File: config.mk
export PLATFORM = sky130hd
export DESIGN_NAME = dq_capture
export DESIGN_NICKNAME = d
export VERILOG_FILES = /design/src/rtl/dq_capture.sv
export SDC_FILE = /design/constraint.sdc
export NUM_CORES = 1
export LEC_CHECK = 0
export ABC_AREA = 1
export BUFFER_PORTS_ARGS = -buffer_cell sky130_fd_sc_hd__buf_2
export CAP_MARGIN = 0
export CORE_MARGIN = 4
export CORE_UTILIZATION = 35
export CTS_CLUSTER_SIZE = 8
export DETAILED_ROUTE_END_ITERATION = 6
export GPL_TIMING_DRIVEN = 1
export PLACE_DENSITY = 0.73
export SLEW_MARGIN = 20
export SYNTH_ARGS = -nofsm -noshare
export SYNTH_HDL_FRONTEND = slang
export SYNTH_SLANG_ARGS = --single-unit
File: constraint.sdc
create_clock -name clk -period 0.8 [get_ports clk]
set_input_delay 0.16 -clock clk [delete_from_list [all_inputs] [get_ports clk]]
set_output_delay 0.16 -clock clk [all_outputs]
set_load 0.01 [all_outputs]
File: src/rtl/dq_capture.sv
// ============================================================================
//  Module      : dq_capture
//  Description : Registers the GPIF write strobe and DQ word; emits valid/data.
//  Revision    : 1.0 - initial release
// ============================================================================
`default_nettype none

module dq_capture #(
    parameter int DATA_W = 32
) (
    input  logic              clk,
    input  logic              rst,
    input  logic              i_wr_n,
    input  logic [DATA_W-1:0] i_dq,
    output logic              o_valid,
    output logic [DATA_W-1:0] o_data
);

    logic              r_wr_n;
    logic [DATA_W-1:0] r_dq;

    // The strobe resets inactive so nothing sampled during reset is seen later
    always_ff @(posedge clk) begin
        if (rst) begin
            r_wr_n <= 1'b1;
            r_dq   <= '0;
        end else begin
            r_wr_n <= i_wr_n;
            r_dq   <= i_dq;
        end
    end

    assign o_valid = ~r_wr_n;
    assign o_data  = r_dq;

endmodule : dq_capture

`default_nettype wire

==> results.py, run 1 <==
metrics = {
    "cts": {
        "cts_tree": "yes",
        "cts-root-to-sink-buffers": 2,
        "root_buffer": "clkbuf_4",
        "clk_transition_reported_paths_ns": 0.09,
        "cts_htree_levels": 2,
        "numCtsBuffers": 5,
        "cts.sink_count": 33,
        "cts_post_setup_buffers_inserted": 0,
    },
    "floorplanning": {
        "die_width_um": 60.54,
        "effective_utilization_at_floorplan_pct": 37.95,
        "core_region_area_sq_um": 2545,
        "floorplan.rows": 18,
        "dieHeight_um": 60.54,
        "floorplan.die_area_sq_um": 3664,
        "num_io_pins": 68,
    },
    "power": {
        "power_frac_comb_pct": 11.2,
        "power_switching_uw": 718.5,
        "power.share.clock_pct": 37.2,
        "power.share.sequential_pct": 51.7,
        "p_total_mw": 3.416,
        "power.density_nw_per_um2": 2213,
        "sw_frac_of_total_pct": 21.03,
        "worst_ir_drop_vdd_mv": 1.394,
        "total_leakage_power_nw": 0.9130,
        "cell_internal_pwr_mw": 2.698,
    },
    "timing": {
        "grt_setup_unrepaired": "true",
        "timing.final.setup_violations": 33,
        "maxSlewViolCount": 0,
        "layout_min_cycle_time_ns": 0.9442,
        "setup-tns-final_ns": -3.927,
        "max_clock_freq_ghz": 1.059,
        "final_min_period_over_clock_period_pct": 118.0,
        "hold_violations": 0,
        "tightest_slew_ns": 0.09748,
        "layout_setup_ws_ns": -0.1442,
        "worst_slew_margin_relative_to_its_limit_pct": 93.50,
    },
    "placed_design": {
        "hpwlAfterDp_mm": 1.643,
        "place.gp.congestion": 0.6318,
        "portBuffers": 67,
    },
    "synth": {
        "post_synth_inst_count": 105,
        "synth.cells.most_frequent": "inv_1, dfxtp_1, nor2_1, buf_6, nor2_2",
        "synth_enable_flop_cells": 0,
        "synthArstFlopShare_pct": 0,
        "ys_top_cells_by_area": "dfxtp_1, inv_1, nor2_1",
        "synthDistinctLibCells": 6,
        "seq_area_frac_synth_pct": 68.39,
        "postSynthAreaPerCell_sq_um": 9.199,
        "synth_nets": 140,
        "synth.most_common_cell": "inv_1",
        "postSynthRegisterBits": 33,
        "yosys_warnings": 0,
        "portion_of_synthesized_cell_area_occupied_by_the_leading_cell_type_pct": 68.39,
        "yosys.area.top_type": "dfxtp_1",
        "post_synth_instance_area_sq_um": 965.9,
        "synth-main-ff-cell": "dfxtp_1",
    },
    "global_route": {
        "number_of_global_route_vias_before_repair": 763,
        "grt_first_pass_wirelength_mm": 3.105,
        "grt_max_degree": 20,
        "grt_overflow": 0,
        "antenna_found_initial": 0,
        "track_usage_pct": 11.97,
    },
    "final_layout": {
        "final_net_count": 214,
        "syn_to_final_growth_pct": 59.84,
        "fraction_of_layout_cells_with_a_size_suffix_above_1_pct": 51.67,
        "antenna-diode-count": 0,
    },
    "detailed_routing": {
        "routed-via-count": 798,
        "detail_route.iter0.violations": 32,
        "vias_per_cell": 3.800,
        "detail_route.drc_violations": 0,
        "route.final.wire_length_mm": 2.139,
        "drt.antenna.violating_nets": 0,
        "route.detailed.wl_per_inst_um": 10.19,
        "dr.pass1.iters": 3,
    },
    "worst_hold_path": {
        "hold-path-endpoint": "o_data[17]$_SDFF_PP0_",
        "timing.hold.worst.class": "in2reg",
        "timing.hold.worst.start": "i_dq[17]",
        "timing.hold.worst_path_depth": 3,
    },
    "run_status": {
        "violations": "negative setup slack",
        "run_status": "finished, violations left",
    },
    "critical_path": {
        "worst-endpoint-required_ns": 0.64,
        "critPathArrivalTime_ns": 0.78,
        "path_cells": "inv_2, buf_6",
        "critical_path_class": "reg2out",
        "start_kind": "flip-flop",
        "cpPeakStageDelay_ns": 0.33,
        "slowest_stage": "dfxtp_2",
        "crit_path_max_fanout": 1,
        "setup.worst_path.end_class": "output port",
    },
    "run": {
        "number_of_maximum_capacitance_violations": 0,
    },
}
how the worst max path moves through the flow:
stage                      endpoint  cells past startpoint  slack (ns)         startpoint
2_1_floorplan  o_data[0]$_SDFF_PP0_                      3        0.26                rst
6_report                    o_valid                      2       -0.14  r_wr_n$_SDFF_PP1_
4_1_cts                     o_valid                      2       -0.16  r_wr_n$_SDFF_PP1_
3_3_place_gp      r_wr_n$_SDFF_PP1_                      4        0.17                rst
5_1_grt                     o_valid                      2       -0.21  r_wr_n$_SDFF_PP1_
3_5_place_dp      r_wr_n$_SDFF_PP1_                      4        0.16                rst
layout by cell type, fill, tap and decap left out:
cell           count
bufinv_16          1
inv_1             34
nor2_1            30
buf_2             53
inv_2              1
buf_6             14
clkbuf_1           1
nor2_2             2
dfxtp_1           19
buf_12             2
dfxtp_2           14
clkbuf_4           5
clkbuf_8           1
dlygate4sd3_1      2
nand2_1            1
layer usage:
| metal | routed length, um | part of all wire, % | up-vias | track usage [%] |
|---|---|---|---|---|
| met2 | 1212 | 57 | 27 | 21.91 |
| met5 | 0 | 0 | - | 0 |
| met4 | 47 | 2.2 | 0 | 6.502 |
| met1 | 679 | 32 | 339 | 10.24 |
| li1 | - | - | 427 | - |
| met3 | 199 | 9.3 | 5 | 6.596 |
power by group through the flow:
stage          sequential, mW  clock, mW  combinational (mW)
3_5_place_dp             1.79          0               0.339
3_3_place_gp             1.79          0               0.330
2_1_floorplan            1.84          0               0.105
4_1_cts                  1.76       1.30               0.359
5_1_grt                  1.78       1.40               0.424
6_report                 1.76       1.27               0.382
sequential cells by signal, summed over array words and instances, names as in the netlist:
signal,flops
o_data,32
r_wr_n,1
timing repair:
action | CTS | global route
gates cloned | 0 | 0
hold endpoints to repair | 1 | 1
hold buffers | 1 | 1
endpoints found under the setup margin | 33 | 33
gates resized for setup | 9 | 20
logic make-up after synthesis:
kind of cell | after synthesis | share of synthesized area [%]
buffers and inverters | 39 | 18.26
flip-flops | 33 | 68.39
AND/OR/NAND/NOR | 33 | 13.34
metrics by stage:
| step | hold WS (ns) | util [%] | instances | cell area, sq um | setup WS (ns) |
|---|---|---|---|---|---|
| global route | 0.004189 | 60.67 | 210 | 1544 | -0.2059 |
| global placement | 0.3408 | 52.41 | 200 | 1334 | 0.1702 |
| detailed placement | 0.3419 | 52.41 | 200 | 1334 | 0.1637 |
| CTS | 0.01601 | 57.57 | 209 | 1465 | -0.1632 |
| finish | 0.02888 | 60.67 | 210 | 1544 | -0.1442 |
| floorplan | 0.2517 | - | 105 | 965.9 | 0.2627 |
cell type report:
cell class                 instances  area [sq um]
timing repair buffer              71         483.0
inverter                          35         131.4
clock buffer                       7         55.05
sequential                        33         678.2
fill                             215          1001
multi-input combinational         33         128.9
tap                               30         37.54
clock inverter                     1         30.03
worst max-delay path: cells and delay by family, from the launching register on:
kind | cells | cell delay, ns
buffers and inverters | 2 | 0.14
flip-flops | 1 | 0.33
Power figures use the tool's default switching activity.
==> run 2: changes to the inputs <==
--- a/config.mk
+++ b/config.mk
@@ -9,11 +9,11 @@
 export BUFFER_PORTS_ARGS = -buffer_cell sky130_fd_sc_hd__buf_2
 export CAP_MARGIN = 0
 export CORE_MARGIN = 4
-export CORE_UTILIZATION = 35
+export CORE_UTILIZATION = 42
 export CTS_CLUSTER_SIZE = 8
 export DETAILED_ROUTE_END_ITERATION = 6
 export GPL_TIMING_DRIVEN = 1
-export PLACE_DENSITY = 0.73
+export PLACE_DENSITY = 0.82
 export SLEW_MARGIN = 20
 export SYNTH_ARGS = -nofsm -noshare
 export SYNTH_HDL_FRONTEND = slang
==> constraint.sdc (replaced) <==
create_clock -name clk -period 1.1 [get_ports clk]
set_input_delay 0.22 -clock clk [delete_from_list [all_inputs] [get_ports clk]]
set_output_delay 0.22 -clock clk [all_outputs]
set_load 0.01 [all_outputs]
==> run 2 against run 1 <==
  * The run now ends clean
  * Utilization increased by 1.5 points
  * First-iteration DRC count decreased by 56%
  * Via count decreased by 1.0%
  * Global-route usage increased by 2.5 points
  * Die area decreased by 15%
  * Cell area decreased by 12%
  * Total power decreased by 38%
  * Cell count decreased by 2.4%
  * Clock power decreased by 51%
  * Routed wire length decreased by 3.9%
  * Hold slack improved by 0.032 ns
  * Highest routed layer unchanged
==> results.py, run 2 (same netlist as run 1, synthesis figures left out) <==
metrics = {
    "timing": {
        "worst_slew_margin_relative_to_its_limit_pct": 81.91,
        "tightest_slew_ns": 0.2714,
        "timing.final.setup_violations": 0,
        "setup-tns-final_ns": 0,
        "layout_min_cycle_time_ns": 1.048,
        "max_clock_freq_ghz": 0.9538,
        "hold_violations": 0,
        "maxSlewViolCount": 0,
        "grt_setup_unrepaired": "false",
        "final_min_period_over_clock_period_pct": 95.31,
    },
    "final_layout": {
        "final_net_count": 211,
        "num-fill-cells": 200,
        "largest_register_ffs": 32,
        "finalNonFillerCells": 205,
        "layout_commonest_cell": "buf_2",
        "fraction_of_layout_cells_with_a_size_suffix_above_1_pct": 43.50,
        "syn_to_final_growth_pct": 41.06,
        "multi_input_comb_area_sq_um": 128.9,
        "final_cell_mix": "buf_2, inv_1, dfxtp_1",
        "antenna-diode-count": 0,
        "area_of_all_sequential_standard_cells_sq_um": 660.6,
    },
    "global_route": {
        "grt_first_pass_wirelength_mm": 3.318,
        "antenna_found_initial": 0,
        "grt_overflow": 0,
        "number_of_global_route_vias_before_repair": 814,
        "track_usage_pct": 14.42,
        "grt_max_degree": 21,
    },
    "placed_design": {
        "place.gp.congestion": 0.6755,
        "hpwlAfterDp_mm": 1.656,
        "portBuffers": 67,
        "place.detailed.instances": 197,
    },
    "floorplanning": {
        "effective_utilization_at_floorplan_pct": 44.09,
        "dieHeight_um": 55.96,
        "floorplan.die_area_sq_um": 3131,
        "floorplan.rows": 17,
        "die_width_um": 55.96,
        "num_io_pins": 68,
        "core_region_area_sq_um": 2191,
    },
    "critical_path": {
        "crit_path_end": "o_valid",
        "start_kind": "flip-flop",
        "setup.worst_path.start": "r_wr_n$_SDFF_PP1_",
        "cpPeakStageDelay_ns": 0.34,
        "crit_path_max_fanout": 1,
        "critPathArrivalTime_ns": 0.83,
        "critical_path_class": "reg2out",
        "slowest_stage": "dfxtp_1",
        "setup.worst_path.end_class": "output port",
        "worst-endpoint-required_ns": 0.88,
        "path_cells": "inv_1, buf_2",
    },
    "cts": {
        "numCtsBuffers": 5,
        "clk_transition_reported_paths_ns": 0.09,
        "hold_buffers": 0,
        "root_buffer": "clkbuf_4",
        "gates_resized_cts_repair": 0,
        "cts_htree_levels": 2,
        "cts_post_setup_buffers_inserted": 0,
        "cts.sink_count": 33,
        "cts-root-to-sink-buffers": 2,
        "cts_tree": "yes",
    },
    "run_status": {
        "run_status": "complete, no violations",
    },
    "detailed_routing": {
        "drt.antenna.violating_nets": 0,
        "detail_route.iter0.violations": 14,
        "detail_route.drc_violations": 0,
        "route.final.wire_length_mm": 2.056,
        "route.detailed.wl_per_inst_um": 10.03,
        "vias_per_cell": 3.854,
        "routed-via-count": 790,
        "dr.pass1.iters": 4,
    },
    "power": {
        "worst_ir_drop_vdd_mv": 0.9539,
        "sw_frac_of_total_pct": 24.06,
        "power_switching_uw": 511.6,
        "power.share.clock_pct": 29.3,
        "power.density_nw_per_um2": 1561,
        "total_leakage_power_nw": 0.8617,
        "cell_internal_pwr_mw": 1.615,
        "power_frac_comb_pct": 10.9,
        "power.share.sequential_pct": 59.8,
    },
    "worst_hold_path": {
        "timing.hold.worst.class": "in2reg",
        "timing.hold.worst_path_depth": 3,
    },
    "run": {
        "number_of_maximum_capacitance_violations": 0,
    },
}
run 2: worst min-delay path by stage:
| stage | from | endpoint |
|---|---|---|
| final | i_wr_n | r_wr_n$_SDFF_PP1_ |
| after global routing | i_dq[22] | o_data[22]$_SDFF_PP0_ |
| after CTS | i_wr_n | r_wr_n$_SDFF_PP1_ |
| after detailed placement | i_wr_n | r_wr_n$_SDFF_PP1_ |
| after global placement | i_wr_n | r_wr_n$_SDFF_PP1_ |
| after floorplan | i_wr_n | r_wr_n$_SDFF_PP1_ |
run 2: layer usage:
metal	share of wire, %	track usage [%]	up-vias
met4	3.6	12.20	0
li1	-	-	420
met1	35	12.72	331
met3	8.4	6.265	7
met2	53	24.83	32
met5	0	0	-
run 2: area by class of cell:
class	instances	area share (%)
well taps	28	2.571
clock buffers	6	3.030
clock inverters	2	0.7346
repair buffers	68	26.08
multi-input cells	33	9.458
inverters	35	9.642
flip-flops and latches	33	48.48
run 2: critical path: cells and delay by family (launching register included):
kind                   cells  cell delay [ns]
DFF                        1             0.34
buffers and inverters      2             0.17
run 2: stage by stage:
step                      instance area, sq um  total power [mW]  setup WS, ns  hold WS [ns]  util (%)
after floorplan                          965.9             1.412        0.5027        0.3117         -
after global placement                    1311             1.528        0.2856        0.4018     59.85
after detailed placement                  1311             1.539        0.2550        0.4044     59.85
after CTS                                 1363             2.164       0.02912       0.04145     62.19
after global routing                      1363             2.245      0.006556       0.05670     62.19
final                                     1363             2.126       0.05156       0.06109     62.19
run 2: power groups by stage:
stage	clock network (mW)	logic (mW)	registers (mW)
final	0.622	0.232	1.27
after global routing	0.703	0.262	1.28
after CTS	0.653	0.237	1.27
after detailed placement	0	0.237	1.30
after global placement	0	0.229	1.30
after floorplan	0	0.0765	1.34
